## src/rtl/masked_sbox_seq.sv

```systemverilog
// Two-share sequencer feeding 16 nibbles through an external masked sbox.
// Optional PRESENT pLayer on each output share: MASKED_SBOX_SEQ_PLAYER_EN.
module masked_sbox_seq #(
  parameter int SBOX_LAT = 5
) (
  input  logic        clk,
  input  logic        rst_n,
  input  logic [63:0] in_s0,
  input  logic [63:0] in_s1,
  input  logic        in_valid,
  output logic        in_ready,
  input  logic [1:0]  rnd,
  output logic [3:0]  sb_x_s0,
  output logic [3:0]  sb_x_s1,
  output logic        sb_r1,
  output logic        sb_r2,
  input  logic [3:0]  sb_y_s0,
  input  logic [3:0]  sb_y_s1,
  output logic [63:0] out_s0,
  output logic [63:0] out_s1,
  output logic        out_valid,
  input  logic        out_ready
);

  localparam logic [1:0] IDLE  = 2'd0;
  localparam logic [1:0] ISSUE = 2'd1;
  localparam logic [1:0] DRAIN = 2'd2;
  localparam logic [1:0] DONE  = 2'd3;

  logic [1:0]  state;
  logic [3:0]  cnt;
  logic [63:0] sh0;
  logic [63:0] sh1;
  logic [63:0] res0;
  logic [63:0] res1;

  logic [SBOX_LAT-1:0]       pv;
  logic [SBOX_LAT-1:0][3:0]  pidx;

  logic       issue;
  logic       cap;
  logic [3:0] cap_idx;
  logic       last_cap;

  assign issue    = (state == ISSUE);
  assign cap      = pv[SBOX_LAT-1];
  assign cap_idx  = pidx[SBOX_LAT-1];
  assign last_cap = cap && (cap_idx == 4'd15);

  assign in_ready  = (state == IDLE);
  assign out_valid = (state == DONE);

  // Each share gets its own gated mux; the two never meet.
  assign sb_x_s0 = issue ? sh0[{cnt, 2'b00} +: 4] : 4'd0;
  assign sb_x_s1 = issue ? sh1[{cnt, 2'b00} +: 4] : 4'd0;
  assign sb_r1   = issue & rnd[0];
  assign sb_r2   = issue & rnd[1];

  always_ff @(posedge clk or negedge rst_n) begin
    if (!rst_n) begin
      state <= IDLE;
      cnt   <= 4'd0;
      sh0   <= 64'd0;
      sh1   <= 64'd0;
    end else begin
      unique case (1'b1)
        state == IDLE: begin
          if (in_valid) begin
            sh0   <= in_s0;
            sh1   <= in_s1;
            cnt   <= 4'd0;
            state <= ISSUE;
          end
        end
        state == ISSUE: begin
          cnt <= cnt + 4'd1;
          if (cnt == 4'd15)
            state <= DRAIN;
        end
        state == DRAIN: begin
          if (last_cap)
            state <= DONE;
        end
        state == DONE: begin
          if (out_ready)
            state <= IDLE;
        end
        default: state <= IDLE;
      endcase
    end
  end

  // Valid/index delay line matching the sbox latency.
  always_ff @(posedge clk or negedge rst_n) begin
    if (!rst_n) begin
      pv   <= '0;
      pidx <= '0;
    end else begin
      for (int i = SBOX_LAT - 1; i > 0; i--) begin
        pv[i]   <= pv[i-1];
        pidx[i] <= pidx[i-1];
      end
      pv[0]   <= issue;
      pidx[0] <= cnt;
    end
  end

  always_ff @(posedge clk or negedge rst_n) begin
    if (!rst_n) begin
      res0 <= 64'd0;
      res1 <= 64'd0;
    end else if (cap) begin
      res0[{cap_idx, 2'b00} +: 4] <= sb_y_s0;
      res1[{cap_idx, 2'b00} +: 4] <= sb_y_s1;
    end
  end

`ifdef MASKED_SBOX_SEQ_PLAYER_EN
  function automatic logic [63:0] player(input logic [63:0] v);
    logic [63:0] p;
    p = 64'd0;
    for (int i = 0; i < 64; i++)
      p[16*(i%4) + i/4] = v[i];
    return p;
  endfunction

  assign out_s0 = player(res0);
  assign out_s1 = player(res1);
`else
  assign out_s0 = res0;
  assign out_s1 = res1;
`endif

endmodule
```

## config.mk

```make
export PLATFORM = sky130hd
export DESIGN_NAME = masked_sbox_seq
export DESIGN_NICKNAME = d
export VERILOG_FILES = /design/src/rtl/masked_sbox_seq.sv
export SDC_FILE = /design/constraint.sdc
export NUM_CORES = 1
export LEC_CHECK = 0
export ABC_AREA = 1
export CELL_PAD_IN_SITES_DETAIL_PLACEMENT = 0
export CELL_PAD_IN_SITES_GLOBAL_PLACEMENT = 2
export CORE_ASPECT_RATIO = 0.75
export CORE_MARGIN = 2
export CORE_UTILIZATION = 29
export CTS_BUF_LIST = sky130_fd_sc_hd__clkbuf_8
export DETAILED_ROUTE_END_ITERATION = 7
export PLACE_DENSITY = 0.84
export SYNTH_ARGS = -nofsm -noshare
export SYNTH_HDL_FRONTEND = slang
export SYNTH_SLANG_ARGS = --single-unit
export TNS_END_PERCENT = 1
```

## constraint.sdc

```tcl
create_clock -name clk -period 1.9 [get_ports clk]
set_input_delay 0.19 -clock clk [delete_from_list [all_inputs] [get_ports clk]]
set_output_delay 0.19 -clock clk [all_outputs]
set_load 0.005 [all_outputs]
```

==> results of run 1 <==
-- state kept, by name (all words and copies together), names as in the netlist --
| name | flops |
|---|---|
| cap_idx | 4 |
| cnt | 4 |
| out_s0 | 64 |
| out_s1 | 64 |
| pidx | 16 |
| pv | 5 |
| sh0 | 64 |
| sh1 | 64 |
| state | 2 |
-- repair_timing --
item                       4_1_cts  5_1_grt
pin swaps                       38       27
setup endpoints to repair       60      143
hold buffers                     1        0
buffers inserted                13        0
cloned                           6        1
resized for setup              110       35
hold endpoints to repair       215        0
-- power by group through the flow --
stage | Sequential [mW] | Combinational, mW | Clock [mW]
4_1_cts | 6.11 | 0.537 | 5.73
5_1_grt | 6.11 | 0.568 | 5.97
3_5_place_dp | 6.22 | 0.532 | 0
2_1_floorplan | 6.23 | 0.0114 | 0
6_report | 6.11 | 0.522 | 5.51
3_3_place_gp | 6.22 | 0.531 | 0
-- cell type report --
cell class                 instances  area, µm²  area share (%)
inverter                          93        370            2.09
clock buffer                      58        798            4.50
clock inverter                    25        151           0.854
multi-input combinational        840       4680            26.4
timing repair buffer             366       3830            21.6
sequential                       287       7180            40.5
antenna                            1       2.50          0.0141
tap                              569        712            4.02
-- logic make-up after synthesis --
logic type	after synthesis	synth area share (%)
and+or+nand+nor	520	17.6
xor gates and xnor gates	2	0.203
buffers and inverters	155	5.44
AOI/OAI and AO/OA	218	9.26
adders and majority gates	8	0.812
muxes	92	8.41
DFF	287	58.3
-- cell usage after synthesis (all sizes together) --
| cell | instances |
|---|---|
| o211ai | 20 |
| nand3 | 59 |
| dfrtp | 287 |
| nand4 | 3 |
| or2 | 1 |
| nand2 | 291 |
| xnor2 | 1 |
| o21ai | 153 |
| xor2 | 1 |
| ha | 8 |
| buf | 33 |
| nor3 | 2 |
| clkinv | 2 |
| clkbuf | 29 |
| nor2 | 164 |
| mux2 | 92 |
| a21oi | 45 |
| inv | 91 |
-- routing by layer --
metal  vias up  part of all wire (%)  GRT usage (%)
li1       4887                     -              -
met1      4918                    47           23.5
met2       280                    46           27.1
met3        60                   5.8           3.50
met4         2                   1.5           3.53
met5         -                 0.035              0
-- final timing paths --
path,from,to,cells past startpoint
worst max-delay path,cnt[0],sb_x_s0[0],10
worst min-delay path,rst_n,out_s0[49],2
worst max register to register,state[0],sh0[51],6
worst min register to register,pidx[12],cap_idx[0],0
max in group asynchronous,rst_n,sh0[16],3
min in group clk,in_s0[63],sh0[63],3
-- stage by stage --
stage          utilization (%)  instances  setup WS, ps
2_1_floorplan                -       1282          40.1
3_3_place_gp              38.7       2136          -108
3_5_place_dp              38.7       2136         -85.2
4_1_cts                   42.0       2239          -390
5_1_grt                   42.2       2238          -444
6_report                  42.2       2239          -358
==> reports/qor.yml, run 1 <==
status: "complete, but fails checks"
violations: "setup timing"
cts_tree: "done"
fin_ws_ps: -358
synth_area_per_cell_um2: 9.61
setup_viol: 8
grt_start_max_net_pins: 107
seqPwrFrac_pct: 50.3
startpoint_type: "register"
ioPinCount: 282
grt-ovfl-total: 0
synth_cell_types: 32
fin_crit_sh_pct: 119
slowest_stage: "dfrtp_2"
yosysTopAreaCellShare_pct: 58.3
relSlewSlack_pct: 68.4
power.internal_mw: 9.42
p_clk_share_pct: 45.4
synth-warning-count: 0
ff2ff_setup_slack_ps: 70
place_area_um2: 16200
arrival_ps: 2070
layout_common_cells: "dfrtp_1 (285), clkdlybuf4s50_1 (268), nand2_1 (264)"
syn_to_final_growth_pct: 43.9
swShare_pct: 22.5
grt_pass1_wl_um: 58900
viasPerCell: 4.53
ctsRootBufferMaster: "clkbuf_8"
fmax_mhz: 443
vias: 10100
ys_ff_latch: 287
maxSlewViolCount: 0
start_util_pct: 29.4
seq_area_frac_synth_pct: 58.3
crit_family: "buffers and inverters"
finalCriticalPeriod_ps: 2260
combPwrFrac_pct: 4.3
first_pass_iters: 5
die_w_um: 242
synthesis.area_um2: 12300
core_area_um2: 42000
drv_cap: 0
slowest_delay_ps: 440
clock-sinks: 287
total_power_mw: 12.1
tightest_slew_ps: 471
hold_class: "in2async"
p_leak_nw: 8.33
cpMostUsedCell: "nor2_1"
rows: 65
final_nets: 1786
ir_drop_v: 0.000434
grt_setup_unrepaired: "yes"
die_area_um2: 44200
wl_per_cell_um: 16.8
end_kind: "output port"
stdcell_area_um2: 17700
clk_pin_slew_ps: 60
power.density_nw_per_um2: 685
worstSetupPathType: "reg2out"
synthCells: 1282
synth_top_cell_by_area: "dfrtp_1"
grt_antenna_before_repair: 2
grt_pass1_vias: 10400
final_common_cell: "dfrtp_1"
syn_nets: 1432
cts_buffers: 48
critical_path.max_fanout: 5
synthTopCellsByArea: "dfrtp_1 (58%), mux2_2 (8.4%), nand2_1 (8.4%)"
p_sw_mw: 2.73
path_cells: "buf_12, buf_8, buf_6, nor2_1, nor2_1, nand2_1, nand3_1, nand3_2, a21oi_4, buf_2"
cts_max_path_buffers: 3
wl_um: 37600
finClkSkew_ps: 9.67
setup_tns_ps: -2590
whs_ps: 99.9
drt_iter0_markers: 507
path_buf_inv: 4
track_usage_pct: 16.8
place_congestion: 0.796
port_buffers: 281
layout-drive-gt1-share_pct: 19.8
finalHoldViolCount: 0
die_y_um: 183
ant_nets: 0
cp_data_required_time_ps: 1710
cts_max_level: 2
clk_latency_ps: 570
fillCellCount: 4153
drc: 0
dp_hpwl_um: 26900
Note: power is estimated with default switching activity, not from simulation.
==> run 2, diff against run 1 <==
--- a/config.mk
+++ b/config.mk
@@ -14,6 +14,7 @@
 export CTS_BUF_LIST = sky130_fd_sc_hd__clkbuf_8
 export DETAILED_ROUTE_END_ITERATION = 7
 export PLACE_DENSITY = 0.84
+export SKIP_LAST_GASP = 1
 export SYNTH_ARGS = -nofsm -noshare
 export SYNTH_HDL_FRONTEND = slang
 export SYNTH_SLANG_ARGS = --single-unit
==> run 2 against run 1 <==
The flow still finishes with violations (setup timing). Total power hardly changed. Fmax increased by 0.42%. Non-clock buffer count unchanged. First-iteration DRC count grew 7.5%. Global-route usage about the same. Largest cell class unchanged.
==> reports/qor.yml, run 2 (synthesized netlist as in run 1, its figures left out) <==
fin_util_pct: 42.0
status: "complete, but fails checks"
rows: 65
seqPwrFrac_pct: 50.3
swShare_pct: 22.5
die_area_um2: 44200
cts_buffers: 48
hold_class: "in2async"
ir_drop_v: 0.000434
final_common_cell: "dfrtp_1"
port_buffers: 281
violations: "setup timing"
grt_setup_unrepaired: "yes"
first_pass_iters: 5
cts_tree: "done"
startpoint_type: "register"
p_clk_share_pct: 45.4
final_cells: 2239
final_nets: 1786
cpMostUsedCell: "nand3_2"
total_power_mw: 12.1
cp_data_required_time_ps: 1710
die_w_um: 242
end_kind: "output port"
drv_cap: 0
place_congestion: 0.796
critical_path.max_fanout: 5
core_area_um2: 42000
fin_ws_ps: -349
viasPerCell: 4.52
power.density_nw_per_um2: 689
setup_viol: 37
clock-sinks: 287
cts_max_path_buffers: 3
clk_pin_slew_ps: 60
path_cells: "buf_12, buf_8, buf_6, nand2_2, nand3_1, nand3_2, nand3_2, a21oi_4, buf_2"
cts_max_level: 2
grt_pass1_vias: 10400
fmax_mhz: 445
drc: 0
grt-ovfl-total: 0
finalHoldViolCount: 0
clk_latency_ps: 570
setup_tns_ps: -4400
placed_cells: 2136
wl_per_cell_um: 16.8
finalCriticalPeriod_ps: 2250
track_usage_pct: 16.8
ant_nets: 0
combPwrFrac_pct: 4.3
grt_antenna_before_repair: 2
die_y_um: 183
vias: 10100
syn_to_final_growth_pct: 43.1
maxSlewViolCount: 0
wl_um: 37600
power.internal_mw: 9.42
regArea_um2: 7180
layout-drive-gt1-share_pct: 19.0
tightest_slew_ps: 499
ioPinCount: 282
grt_pass1_wl_um: 58900
fillCellCount: 4170
fin_crit_sh_pct: 118
p_sw_mw: 2.73
slowest_stage: "dfrtp_2"
finClkSkew_ps: 10.9
layout_common_cells: "dfrtp_1 (285), clkdlybuf4s50_1 (272), nand2_1 (267)"
worstSetupPathType: "reg2out"
dp_hpwl_um: 26900
arrival_ps: 2060
grt_start_max_net_pins: 107
multi_input_area_um2: 4610
start_util_pct: 29.4
ctsRootBufferMaster: "clkbuf_8"
drt_iter0_markers: 545
slowest_delay_ps: 460
relSlewSlack_pct: 66.7
p_leak_nw: 8.29
-- run 2: changes by cell type in the layout (fill, tap and decap cells not counted), moves of 2 or more --
cell	delta
nand2_4	-3
nand2_1	+3
clkdlybuf4s15_1	-2
ha_1	+3
ha_2	-2
buf_4	+2
buf_6	-2
clkdlybuf4s50_1	+4
-- run 2: final cells by class --
cell class              instances  area share, %
repair buffers                366           21.6
inverters                      93           2.06
well taps                     569           4.04
clock buffers                  58           4.53
diodes                          1         0.0142
multi-input cells             840           26.1
clock inverters                25          0.858
flip-flops and latches        287           40.7
-- run 2: metal layers --
| layer | GRT usage (%) | vias up | wire length [µm] |
|---|---|---|---|
| li1 | - | 4886 | - |
| met1 | 23.5 | 4880 | 17700 |
| met2 | 27.0 | 300 | 17200 |
| met3 | 3.50 | 59 | 2190 |
| met4 | 3.53 | 2 | 563 |
| met5 | 0 | - | 13 |
-- run 2: path summary, 6_finish.rpt --
| check | start | endpoint | slack (ps) | cells past startpoint |
|---|---|---|---|---|
| min reg2reg | pidx[12] | cap_idx[0] | 340 | 0 |
| max | cnt[0] | sb_x_s0[0] | -350 | 9 |
| max reg2reg | cap_idx[0] | out_s1[10] | -70 | 8 |
| min in group clk | in_s0[63] | sh0[63] | 200 | 3 |
| max in group asynchronous | rst_n | sh0[12] | 1030 | 3 |
| min | rst_n | out_s0[49] | 100 | 2 |
-- run 2: timing repair --
action	in CTS	in global routing
endpoints found under the hold margin	215	0
gates cloned	6	1
resized for setup	93	18
hold buffers	1	0
setup buffers	13	0
pin swaps	37	21
endpoints found under the setup margin	60	160
-- run 2: power groups by stage --
| stage | Combinational (mW) | Sequential (mW) | Clock [mW] |
|---|---|---|---|
| 2_1_floorplan | 0.0114 | 6.23 | 0 |
| 3_3_place_gp | 0.531 | 6.22 | 0 |
| 3_5_place_dp | 0.532 | 6.22 | 0 |
| 4_1_cts | 0.537 | 6.11 | 5.73 |
| 5_1_grt | 0.567 | 6.11 | 5.97 |
| 6_report | 0.521 | 6.11 | 5.51 |
-- run 2: stage by stage --
step	cell area, µm²	hold slack, ps	setup slack, ps
after global routing	17600	107	-444
after global placement	16200	112	-108
after floorplan	12300	-106	40.1
after CTS	17600	69.4	-390
after detailed placement	16200	110	-85.2
final	17600	101	-349
-- run 2: critical path: cells and delay by family (launching register included) --
kind / cells / cell delay [ps]
AOI/OAI and AO/OA: 1 / 180
and+or+nand+nor: 4 / 320
buffers and inverters: 4 / 530
DFF: 1 / 460
==> run 3, diff against run 2 <==
--- a/config.mk
+++ b/config.mk
@@ -13,7 +13,7 @@
 export CORE_UTILIZATION = 29
 export CTS_BUF_LIST = sky130_fd_sc_hd__clkbuf_8
 export DETAILED_ROUTE_END_ITERATION = 7
-export PLACE_DENSITY = 0.84
+export PLACE_DENSITY_LB_ADDON = 0.2
 export SKIP_LAST_GASP = 1
 export SYNTH_ARGS = -nofsm -noshare
 export SYNTH_HDL_FRONTEND = slang
==> run 3 against run 2 <==
Flip-flop and latch count is the same. Cell count about the same. The run still ends with setup timing left. Critical path depth up 1.
==> reports/qor.yml, run 3 (synthesized netlist as in run 1, its figures left out) <==
place_congestion: 0.776
r2r_start: "cap_idx[0]"
die_area_um2: 44200
ctsRootBufferMaster: "clkbuf_8"
ioPinCount: 282
worstSetupPathType: "reg2out"
final_cells: 2240
wl_per_cell_um: 17.8
die_w_um: 242
stdcell_area_um2: 17700
arrival_ps: 2080
grt-ovfl-total: 0
r2r-end: "out_s0[50]"
port_buffers: 281
status: "complete, but fails checks"
layout-drive-gt1-share_pct: 18.5
clk_pin_slew_ps: 60
fin_crit_sh_pct: 120
drv_cap: 0
met3WireLength_um: 1640
wl_um: 39800
critical_path.max_fanout: 5
dp_hpwl_um: 28600
topRoutingLayerUsed: "met4"
reg2reg_depth: 9
layout_common_cells: "dfrtp_1 (285), nand2_1 (272), clkdlybuf4s50_1 (272)"
ir_drop_v: 0.000560
fmax_mhz: 440
fin_ws_ps: -371
cts_buffers: 50
maxSlewViolCount: 0
drt_iter0_markers: 520
violations: "setup timing"
cts_max_level: 2
place_area_um2: 16300
end_kind: "output port"
clk_latency_ps: 590
cts_max_path_buffers: 3
setup_viol: 22
final_common_cell: "dfrtp_1"
tightest_slew_ps: 428
die_y_um: 183
grt_antenna_before_repair: 2
finalCriticalPeriod_ps: 2270
rows: 65
viasPerCell: 4.47
wl_met2_um: 17600
cts_tree: "done"
cp_data_required_time_ps: 1710
clock-sinks: 287
startpoint_type: "register"
drc: 0
grt_pass1_vias: 10300
vias: 10000
power.density_nw_per_um2: 717
grt_setup_unrepaired: "yes"
p_leak_nw: 8.31
met1Wirelength_um: 19800
hold_class: "in2async"
core_area_um2: 42000
ff2ff_setup_slack_ps: -40
start_util_pct: 29.4
grt_start_max_net_pins: 56
first_pass_iters: 6
final_nets: 1785
relSlewSlack_pct: 71.5
ant_nets: 0
whs_ps: 110
finalHoldViolCount: 0
fin_util_pct: 42.2
grt_pass1_wl_um: 60600
finClkSkew_ps: 30.4
syn_to_final_growth_pct: 43.7
track_usage_pct: 17.8
total_power_mw: 12.7
placed_cells: 2139
[run 3: changes by cell type in the layout (fill, tap and decap cells not counted), sizes merged]
cell | previous run | this run
bufinv | 2 | 3
bufbuf | 0 | 1
clkinv | 5 | 3
buf | 92 | 88
inv | 111 | 107
clkbuf | 59 | 67
clkinvlp | 0 | 1
[run 3: layout make-up]
type / instances / area (µm²)
Clock inverter: 21 / 163
Timing Repair Buffer: 363 / 3820
Multi-Input combinational cell: 840 / 4550
Sequential cell: 287 / 7180
Clock buffer: 66 / 908
Inverter: 93 / 364
Fill cell: 4226 / 24300
Tap cell: 569 / 712
Antenna cell: 1 / 2.50
[run 3: timing repair]
action,4_1_cts,5_1_grt
cloned,5,1
gates resized for setup,76,5
endpoints found under the hold margin,287,0
pin swaps,22,8
endpoints found under the setup margin,44,133
hold buffers,1,0
buffers inserted,7,0
[run 3: metrics by stage]
stage          setup slack (ps)  setup TNS, ps
2_1_floorplan              40.1              0
3_3_place_gp               -111           -906
3_5_place_dp               -102           -571
4_1_cts                    -440          -5190
5_1_grt                    -524         -15700
6_report                   -371          -3910
[run 3: worst max-delay path by stage]
stage	end	startpoint	depth (start not counted)	slack [ps]
after floorplan	out_s1[19]	cap_idx[0]	10	40
after global placement	sb_x_s1[2]	cnt[0]	7	-110
after detailed placement	sb_x_s0[0]	cnt[1]	7	-100
after CTS	sb_x_s1[2]	cnt[0]	10	-440
after global routing	sb_x_s1[0]	cnt[0]	10	-520
final	sb_x_s1[0]	cnt[0]	10	-370
[run 3: where the power goes]
part | internal (mW) | total (mW) | leakage, nW | switching, mW
clock | 3.48 | 6.06 | 0.606 | 2.57
combinational | 0.293 | 0.523 | 4.56 | 0.231
sequential | 6.12 | 6.12 | 3.15 | 0
total | 9.89 | 12.7 | 8.31 | 2.80
[run 3: layer usage]
metal,GRT usage (%),vias to the layer above
li1,-,4885
met1,25.9,4864
met2,27.1,201
met3,3.12,59
met4,4.77,0
met5,0,-
[run 3: critical path: stages, from the launching register on]
cell and delay, ps:
dfrtp_2 460, buf_6 150, buf_8 130, buf_12 140, nor2_4 60, nor2_1 40
o21ai_1 80, o211ai_1 120, nand3_1 110, nand2_1 70, buf_2 130
